$ cat config.mk
export PLATFORM = sky130hd
export DESIGN_NAME = reset_sequencer
export DESIGN_NICKNAME = d
export VERILOG_FILES = /design/src/rtl/reset_seq_pkg.sv /design/src/rtl/reset_sync.sv /design/src/rtl/reset_sequencer.sv
export SDC_FILE = /design/constraint.sdc
export NUM_CORES = 1
export LEC_CHECK = 0
export CAP_MARGIN = 20
export CORE_MARGIN = 8
export CORE_UTILIZATION = 42
export DETAILED_ROUTE_END_ITERATION = 16
export DONT_BUFFER_PORTS = 1
export HOLD_SLACK_MARGIN = 0.15
export PLACE_DENSITY = 0.65
export SLEW_MARGIN = 5
export SYNTH_ARGS = -nofsm -noshare
export SYNTH_HDL_FRONTEND = slang
export SYNTH_SLANG_ARGS = --single-unit
$ cat constraint.sdc
create_clock -name slowest_sync_clk -period 1.9 [get_ports slowest_sync_clk]
set_input_delay 0.475 -clock slowest_sync_clk [delete_from_list [all_inputs] [get_ports slowest_sync_clk]]
set_output_delay 0.475 -clock slowest_sync_clk [all_outputs]
set_load 0.05 [all_outputs]
$ cat src/rtl/reset_seq_pkg.sv
// Reset sequencer shared definitions.
// State encoding and default timing parameters.
package reset_seq_pkg;

    localparam int unsigned DEF_SYNC_STAGES  = 2;
    localparam int unsigned DEF_LOCK_FILTER  = 4;
    localparam int unsigned DEF_ICN_DELAY    = 16;
    localparam int unsigned DEF_PERIPH_DELAY = 16;
    localparam int unsigned DEF_CNT_W        = 8;

    typedef enum logic [2:0] {
        HOLD     = 3'd0,
        ICN_WAIT = 3'd1,
        PER_WAIT = 3'd2,
        RUN      = 3'd3,
        SW_RST   = 3'd4,
        DRAIN    = 3'd5
    } seq_state_e;

endpackage

$ cat src/rtl/reset_sync.sv
// Asynchronous-assert, synchronous-deassert reset synchronizer.
// Output rises on the STAGES-th clock edge after arst_n rises.
module reset_sync #(
    parameter int unsigned STAGES = 2
) (
    input  logic clk,
    input  logic arst_n,
    output logic rst_n_sync
);

    logic [STAGES-1:0] sync_q;
    logic [STAGES-1:0] sync_d;

    // Shift a constant one through the chain once reset lifts.
    always_comb begin
        sync_d = (sync_q << 1) | STAGES'(1);
    end

    // Chain clears immediately whenever arst_n drops.
    always_ff @(posedge clk or negedge arst_n) begin
        if (!arst_n) begin
            sync_q <= '0;
        end else begin
            sync_q <= sync_d;
        end
    end

    assign rst_n_sync = sync_q[STAGES-1];

endmodule

$ cat src/rtl/reset_sequencer.sv
// Power-on / lock-loss reset sequencer.
// Releases interconnect then peripherals; handles software peripheral resets.
module reset_sequencer
    import reset_seq_pkg::*;
#(
    parameter int unsigned SYNC_STAGES  = DEF_SYNC_STAGES,
    parameter int unsigned LOCK_FILTER  = DEF_LOCK_FILTER,
    parameter int unsigned ICN_DELAY    = DEF_ICN_DELAY,
    parameter int unsigned PERIPH_DELAY = DEF_PERIPH_DELAY,
    parameter int unsigned CNT_W        = DEF_CNT_W
) (
    input  logic       slowest_sync_clk,
    input  logic       ext_reset_in,
    input  logic       dcm_locked,
    input  logic       sw_rst_req,
    output logic       sw_rst_ack,
    output logic       interconnect_aresetn,
    output logic       peripheral_aresetn,
    output logic       peripheral_reset,
    output logic [2:0] seq_state
);

    localparam logic [CNT_W-1:0] LF_LAST  = CNT_W'(LOCK_FILTER - 1);
    localparam logic [CNT_W-1:0] ICN_LAST = CNT_W'(ICN_DELAY - 1);
    localparam logic [CNT_W-1:0] PER_LAST = CNT_W'(PERIPH_DELAY - 1);

    logic             rst_n_sync;
    logic             lock_meta_q;
    logic             lock_q;

    seq_state_e       state_q, state_d;
    logic [CNT_W-1:0] cnt_q, cnt_d;
    logic             icn_q, icn_d;
    logic             per_q, per_d;
    logic             prst_q, prst_d;
    logic             ack_q, ack_d;
    logic             arm_q, arm_d;

    reset_sync #(
        .STAGES (SYNC_STAGES)
    ) u_rst_sync (
        .clk        (slowest_sync_clk),
        .arst_n     (ext_reset_in),
        .rst_n_sync (rst_n_sync)
    );

    // Two-flop lock synchronizer, cleared alongside the external reset.
    always_ff @(posedge slowest_sync_clk or negedge ext_reset_in) begin
        if (!ext_reset_in) begin
            lock_meta_q <= 1'b0;
            lock_q      <= 1'b0;
        end else begin
            lock_meta_q <= dcm_locked;
            lock_q      <= lock_meta_q;
        end
    end

    // Next-state, counter and registered-output decode.
    always_comb begin
        state_d = state_q;
        cnt_d   = cnt_q;
        icn_d   = icn_q;
        per_d   = per_q;
        ack_d   = 1'b0;
        arm_d   = arm_q | ~sw_rst_req;
        unique case (state_q)
            HOLD: begin
                icn_d = 1'b0;
                per_d = 1'b0;
                if (!lock_q) begin
                    cnt_d = '0;
                end else if (cnt_q == LF_LAST) begin
                    state_d = ICN_WAIT;
                    cnt_d   = '0;
                end else begin
                    cnt_d = cnt_q + CNT_W'(1);
                end
            end
            ICN_WAIT: begin
                if (!lock_q) begin
                    state_d = HOLD;
                    cnt_d   = '0;
                    icn_d   = 1'b0;
                    per_d   = 1'b0;
                end else if (cnt_q == ICN_LAST) begin
                    state_d = PER_WAIT;
                    cnt_d   = '0;
                    icn_d   = 1'b1;
                end else begin
                    cnt_d = cnt_q + CNT_W'(1);
                end
            end
            PER_WAIT: begin
                if (!lock_q) begin
                    state_d = HOLD;
                    cnt_d   = '0;
                    icn_d   = 1'b0;
                    per_d   = 1'b0;
                end else if (cnt_q == PER_LAST) begin
                    state_d = RUN;
                    cnt_d   = '0;
                    per_d   = 1'b1;
                end else begin
                    cnt_d = cnt_q + CNT_W'(1);
                end
            end
            RUN: begin
                cnt_d = '0;
                if (!lock_q) begin
                    state_d = DRAIN;
                    per_d   = 1'b0;
                end else if (sw_rst_req && arm_q) begin
                    state_d = SW_RST;
                    per_d   = 1'b0;
                    arm_d   = 1'b0;
                end
            end
            SW_RST: begin
                if (!lock_q) begin
                    state_d = DRAIN;
                    cnt_d   = '0;
                end else if (cnt_q == PER_LAST) begin
                    state_d = RUN;
                    cnt_d   = '0;
                    per_d   = 1'b1;
                    ack_d   = 1'b1;
                    arm_d   = 1'b0;
                end else begin
                    cnt_d = cnt_q + CNT_W'(1);
                end
            end
            DRAIN: begin
                cnt_d = '0;
                per_d = 1'b0;
                if (icn_q) begin
                    icn_d = 1'b0;
                end else begin
                    state_d = HOLD;
                end
            end
            default: begin
                state_d = HOLD;
                cnt_d   = '0;
                icn_d   = 1'b0;
                per_d   = 1'b0;
            end
        endcase
        prst_d = ~per_d;
    end

    // Sequencer state and outputs, forced to reset values asynchronously.
    always_ff @(posedge slowest_sync_clk or negedge rst_n_sync) begin
        if (!rst_n_sync) begin
            state_q <= HOLD;
            cnt_q   <= '0;
            icn_q   <= 1'b0;
            per_q   <= 1'b0;
            prst_q  <= 1'b1;
            ack_q   <= 1'b0;
            arm_q   <= 1'b1;
        end else begin
            state_q <= state_d;
            cnt_q   <= cnt_d;
            icn_q   <= icn_d;
            per_q   <= per_d;
            prst_q  <= prst_d;
            ack_q   <= ack_d;
            arm_q   <= arm_d;
        end
    end

    assign sw_rst_ack           = ack_q;
    assign interconnect_aresetn = icn_q;
    assign peripheral_aresetn   = per_q;
    assign peripheral_reset     = prst_q;
    assign seq_state            = state_q;

endmodule
After elaboration in Yosys (flattened, before gate mapping)
Index checks and enable logic that the tools add are counted.

word-level totals
  flip-flop bits (word level) = 20
  input bits = 4
  output and inout port bits = 7

operators by class
  add/subtract/negate cells = 1
  equality and inequality tests = 13
  muxes and demuxes = 35
  bitwise operators = 4
  reduce and logical (&&, ||, !) cells = 6

operators with widths
  kind                 count
  $mux 8               4
  $mux 3               10
  $pmux 3 s6           1
  $mux 1               16
  $pmux 8 s2           1
  $add 8x1->8 const B  1
  $eq 8x2->1 const B   1
  $eq 8x4->1 const B   1
  $ne 2x2->1 const B   4
  $eq 3x2->1 const B   2
  $eq 3x3->1 const B   2
  $ne 3x3->1 const B   2
  $reduce_and 5->1     1
  $pmux 1 s4           1
  $eq 3x1->1 const B   1
  $logic_not 3->1      1
  $not 1->1            3
  $pmux 1 s3           1
  $reduce_and 3->1     1
  $reduce_or 3->1      1
  $pmux 1 s2           1
  $reduce_or 2->1      1
  $logic_and 1x1->1    1
  $or 1x1->1           1

Logic depth before layout (Yosys ltp)
  word-level depth = 5
  depth in mapped cells = 6

Modules after synthesis
From an unflattened synthesis, not the netlist that was laid out.

second synthesis, totals
  cells, all modules = 105
  area, all modules = 1062.3 µm²

modules (own cells, without submodules)
  module           instances  cells each  area an instance (µm²)  seq. area each (µm²)
  reset_sequencer  1          102         1008.5                  452.9
  reset_sync       1          3           53.8                    50.0

Worst setup path after synthesis
Ideal clock, no wire load.

  path type = flip-flop to flip-flop
  start point = register state_q[1] (netlist: seq_state[1])
  end point = register state_q[0] (netlist: seq_state[0])
  data arrival time = 1.787 ns
  data required time = 1.775 ns
  setup slack = -0.012 ns
  cell stages (with the launch flop) = 7
  path buffers = 1
  clock period less this slack = 1.912 ns
  cells stage by stage = dfrtp_1 clkbuf_1 or3_1 a21oi_1 a31oi_1 nand4_1 mux2_4

on the way
  longest elaborated chain between the ends = 3
  elaborated cells on any way between the ends = 13
  classes of those cells = eq/ne: 10; mux: 1; reduce/logical: 2

ends and longest elaborated chain
  item                                                RTL line                text
  start, declared                                     reset_sequencer.sv:31   seq_state_e state_q, state_d;
  start signal, assigned                              reset_sequencer.sv:162  state_q <= state_d;
  $eq 3x2->1 (tied with other cells)                  reset_sequencer.sv:66   unique case (state_q)
  $ne 3x3->1 (no line) or $ne 2x2->1 (tied branches)  n/a
  $reduce_and 5->1 (no line)                          n/a

Parallel ways exist; a longest one is shown, timed or not.
A chain may end at the register's enable or synchronous reset.

Worst setup path after layout
  start point = register cnt_q[5]
  end point = register state_q[0] (netlist: seq_state[0])

on the way
  longest elaborated chain between the ends = 4
  elaborated cells on any way between the ends = 9
  classes of those cells = eq/ne: 4; mux: 4; reduce/logical: 1

ends and longest elaborated chain
  item                              RTL line                                                              text
  start, declared                   reset_sequencer.sv:32                                                 logic [CNT_W-1:0] cnt_q, cnt_d;
  start signal, assigned            reset_sequencer.sv:163                                                cnt_q <= cnt_d;
  $eq 8x4->1                        reset_sequencer.sv:85, reset_sequencer.sv:99, reset_sequencer.sv:122
  $mux 3                            n/a
  $mux 3, on equally long branches  n/a
  $pmux 3 s6                        n/a

Parallel ways exist; a longest one is shown, timed or not.

==> flow_summary.toml <==
[run_status]
outcome = "completed"

[drt]
vias = 800
routed_via_density = 5.59
first_pass_iters = 4
drt-wirelength-per-cell_microns = 14.8
drt_iter0_drc = 34
wirelength_microns = 2120
route.detailed.drc = 0
ant_nets = 0

[sta]
fmax_ghz = 0.555
min_period_ns = 1.80
slew_headroom = 0.558
setup_tns_ns = 0
rsz0062_at_grt = "false"
timing.final.crit_share = 0.949
hold_violations = 0
finalSetupViolCount = 0
skew_ns = 0.00554
drv_slew = 0
worstMarginPinSlew_ns = 0.663

[synthesis]
ys.warnings.count = 0
ys_top_cells_by_area = "dfrtp_1 45%, dfstp_2 5.3%, nor2_1 5.3%"
yosysSeqAreaShare = 0.506
synth_nets = 108
async_reset_ff_frac = 1.00
yosysTopAreaCellShare = 0.453
synthCells = 103
synth_ff_type = "dfrtp_1"
synth_common_cells = "18 x dfrtp_1, 14 x nor2_1, 8 x nand2_1, 8 x o21ai_0"
netlist.top_cell.by_area = "dfrtp_1"
netlist-cell-type-count = 37
synth_most_common_cell = "dfrtp_1"
syn_area_sq_um = 995
synth_edf_count = 0
avgSynthCellArea_sq_um = 9.66
yosys_register_bits = 20

[clock_tree]
clk_pin_slew_ns = 0.12
clk-insertion-delay-late_ns = 0.31
tritoncts = "done"
cts-htree-levels = 1
cts-root-buf = "clkbuf_4"
clock_path_buffers = 2
cts_setup_buffers = 0
cts.sinks = 20
numCtsBuffers = 3

[grt]
gr-total-overflow = 0
antenna_found_initial = 0
grt_max_degree = 17
grt_use_total = 0.113
first_global_vias = 826
grt_pass1_wl_microns = 3800

[final_layout]
nFillCells = 206
drive_gt1_frac = 0.183
n_antenna_cell = 0
area_growth_pct = 17.5
final_nets = 121
regArea_sq_um = 504
multi_input_area_sq_um = 474

[power]
pwr-share-comb = 0.409
powerDensity_nw_per_um2 = 1340
intPower_uw = 964
p_switching_uw = 606
seq_power_share = 0.367
switching_share = 0.386
total_power_uw = 1570
p_clk_frac = 0.223
ir_drop_mv = 0.932
p_leak_uw = 0.000513

[worst_setup_path]
rr_startpoint = "cnt_q[5]$_DFF_PN0_"
cp.arrival_ns = 2.01
slowest_stage = "or4_4"
reg2reg_slack_ns = 0.1
critPathMaxFanout = 6
path_class = "reg2reg"
timing.rr.end = "seq_state[0]$_DFFE_PN0P_"
slowest_delay_ns = 0.58
crit_end = "seq_state[0]$_DFFE_PN0P_"
crit_path_end_kind = "flip-flop"
crit_chain = "or4_4 -> a21oi_2 -> a2111o_1 -> nand4_1 -> mux2_4"
required_ns = 2.10
reg2regPathDepth = 5
start_kind = "flip-flop"
crit_start = "cnt_q[5]$_DFF_PN0_"

[die]
start_util = 0.445
io_pins = 11
coreArea_sq_um = 2230
dieWidth_microns = 64.7
die-height_microns = 64.7
die_area_sq_um = 4180
num_rows = 17

[worst_hold_path]
hp-class = "in2reg"

[place]
gp_congestion = 0.970
port-buffer-count = 0
dp_hpwl_microns = 1540

[job]
max-cap-violations = 0
-- how the worst min path moves through the flow --
stage                       from                     to  slack, ns  cells past startpoint
finish                sw_rst_req        arm_q$_DFF_PN1_       0.20                      1
global route          sw_rst_req        arm_q$_DFF_PN1_       0.19                      1
detailed placement  ext_reset_in  lock_meta_q$_DFF_PN0_       0.18                      0
global placement    ext_reset_in  lock_meta_q$_DFF_PN0_       0.18                      0
CTS                   dcm_locked  lock_meta_q$_DFF_PN0_       0.16                      0
floorplan           ext_reset_in  lock_meta_q$_DFF_PN0_       0.18                      0
-- registers in the layout, indices dropped and copies added, names as in the netlist --
signal	flops
lock_meta_q	1
u_rst_sync.sync_q	2
interconnect_aresetn	1
peripheral_reset	1
cnt_q	8
arm_q	1
seq_state	3
peripheral_aresetn	1
lock_q	1
sw_rst_ack	1
-- power groups by stage --
stage | registers (uW) | logic, uW | clock network [uW]
final | 576 | 643 | 351
after global routing | 590 | 704 | 382
after CTS | 575 | 638 | 362
after detailed placement | 582 | 631 | 0
after global placement | 576 | 621 | 0
after floorplan | 639 | 413 | 0
-- what timing repair did --
item	in CTS	in global routing
endpoints found under the hold margin	4	1
endpoints found under the setup margin	0	4
hold buffers	1	1
resized for setup	0	2
-- logic make-up (layout without fill, tap and decap cells) --
group,Yosys count,count (layout),synth area share
and+or+nand+nor,42,42,0.205
AOI/OAI and AO/OA,24,24,0.162
DFF,20,20,0.506
xor gates and xnor gates,7,7,0.0616
buffers and inverters,6,18,0.0239
muxes,2,2,0.0252
adders and majority gates,1,1,0.0126
other,1,1,0.00377
-- final cells by class --
| class | count | share of cell area |
|---|---|---|
| flip-flops and latches | 20 | 0.431 |
| well taps | 28 | 0.0300 |
| clock inverters | 1 | 0.0257 |
| clock buffers | 3 | 0.0193 |
| multi-input cells | 77 | 0.406 |
| inverters | 2 | 0.00642 |
| repair buffers | 12 | 0.0814 |
-- stage by stage --
step	instances	hold slack [ns]	setup WS, ns	utilization	instance area (sq um)
floorplan	103	0.179	0.0647	-	996
global placement	137	0.180	0.0630	0.488	1090
detailed placement	137	0.180	0.0505	0.488	1090
CTS	142	0.165	0.0197	0.516	1150
global route	143	0.189	0.0108	0.523	1170
finish	143	0.203	0.0972	0.523	1170
-- cell usage in the layout, fill, tap and decap left out, types with 2 or more instances in the layout --
cell,synthesis,final
dfrtp_1,18,17
nor2_1,14,13
buf_4,0,10
nand2_1,8,8
o21ai_0,8,8
a21oi_1,5,5
nand4_1,5,5
xor2_1,4,4
nand3_1,3,3
xnor2_1,3,3
clkbuf_4,0,3
or3_1,2,2
inv_1,2,2
nor2b_1,2,2
nor3_1,2,2
dfstp_2,2,2
dlygate4sd3_1,0,2
-- routing by layer --
layer  vias to the layer above  GRT usage  part of all wire
met5                         -          0                 0
met4                         0     0.0354            0.0099
met3                         4     0.0481             0.084
met2                        31      0.149              0.43
met1                       369      0.160              0.47
li1                        396          -                 -
-- worst max-delay path: cells and delay by family (launching register included) --
kind               cells  cell delay [ns]
DFF                    1             0.40
and+or+nand+nor        2             0.73
muxes                  1             0.33
AOI/OAI and AO/OA      2             0.24
Note: power is estimated with default switching activity, not from simulation.
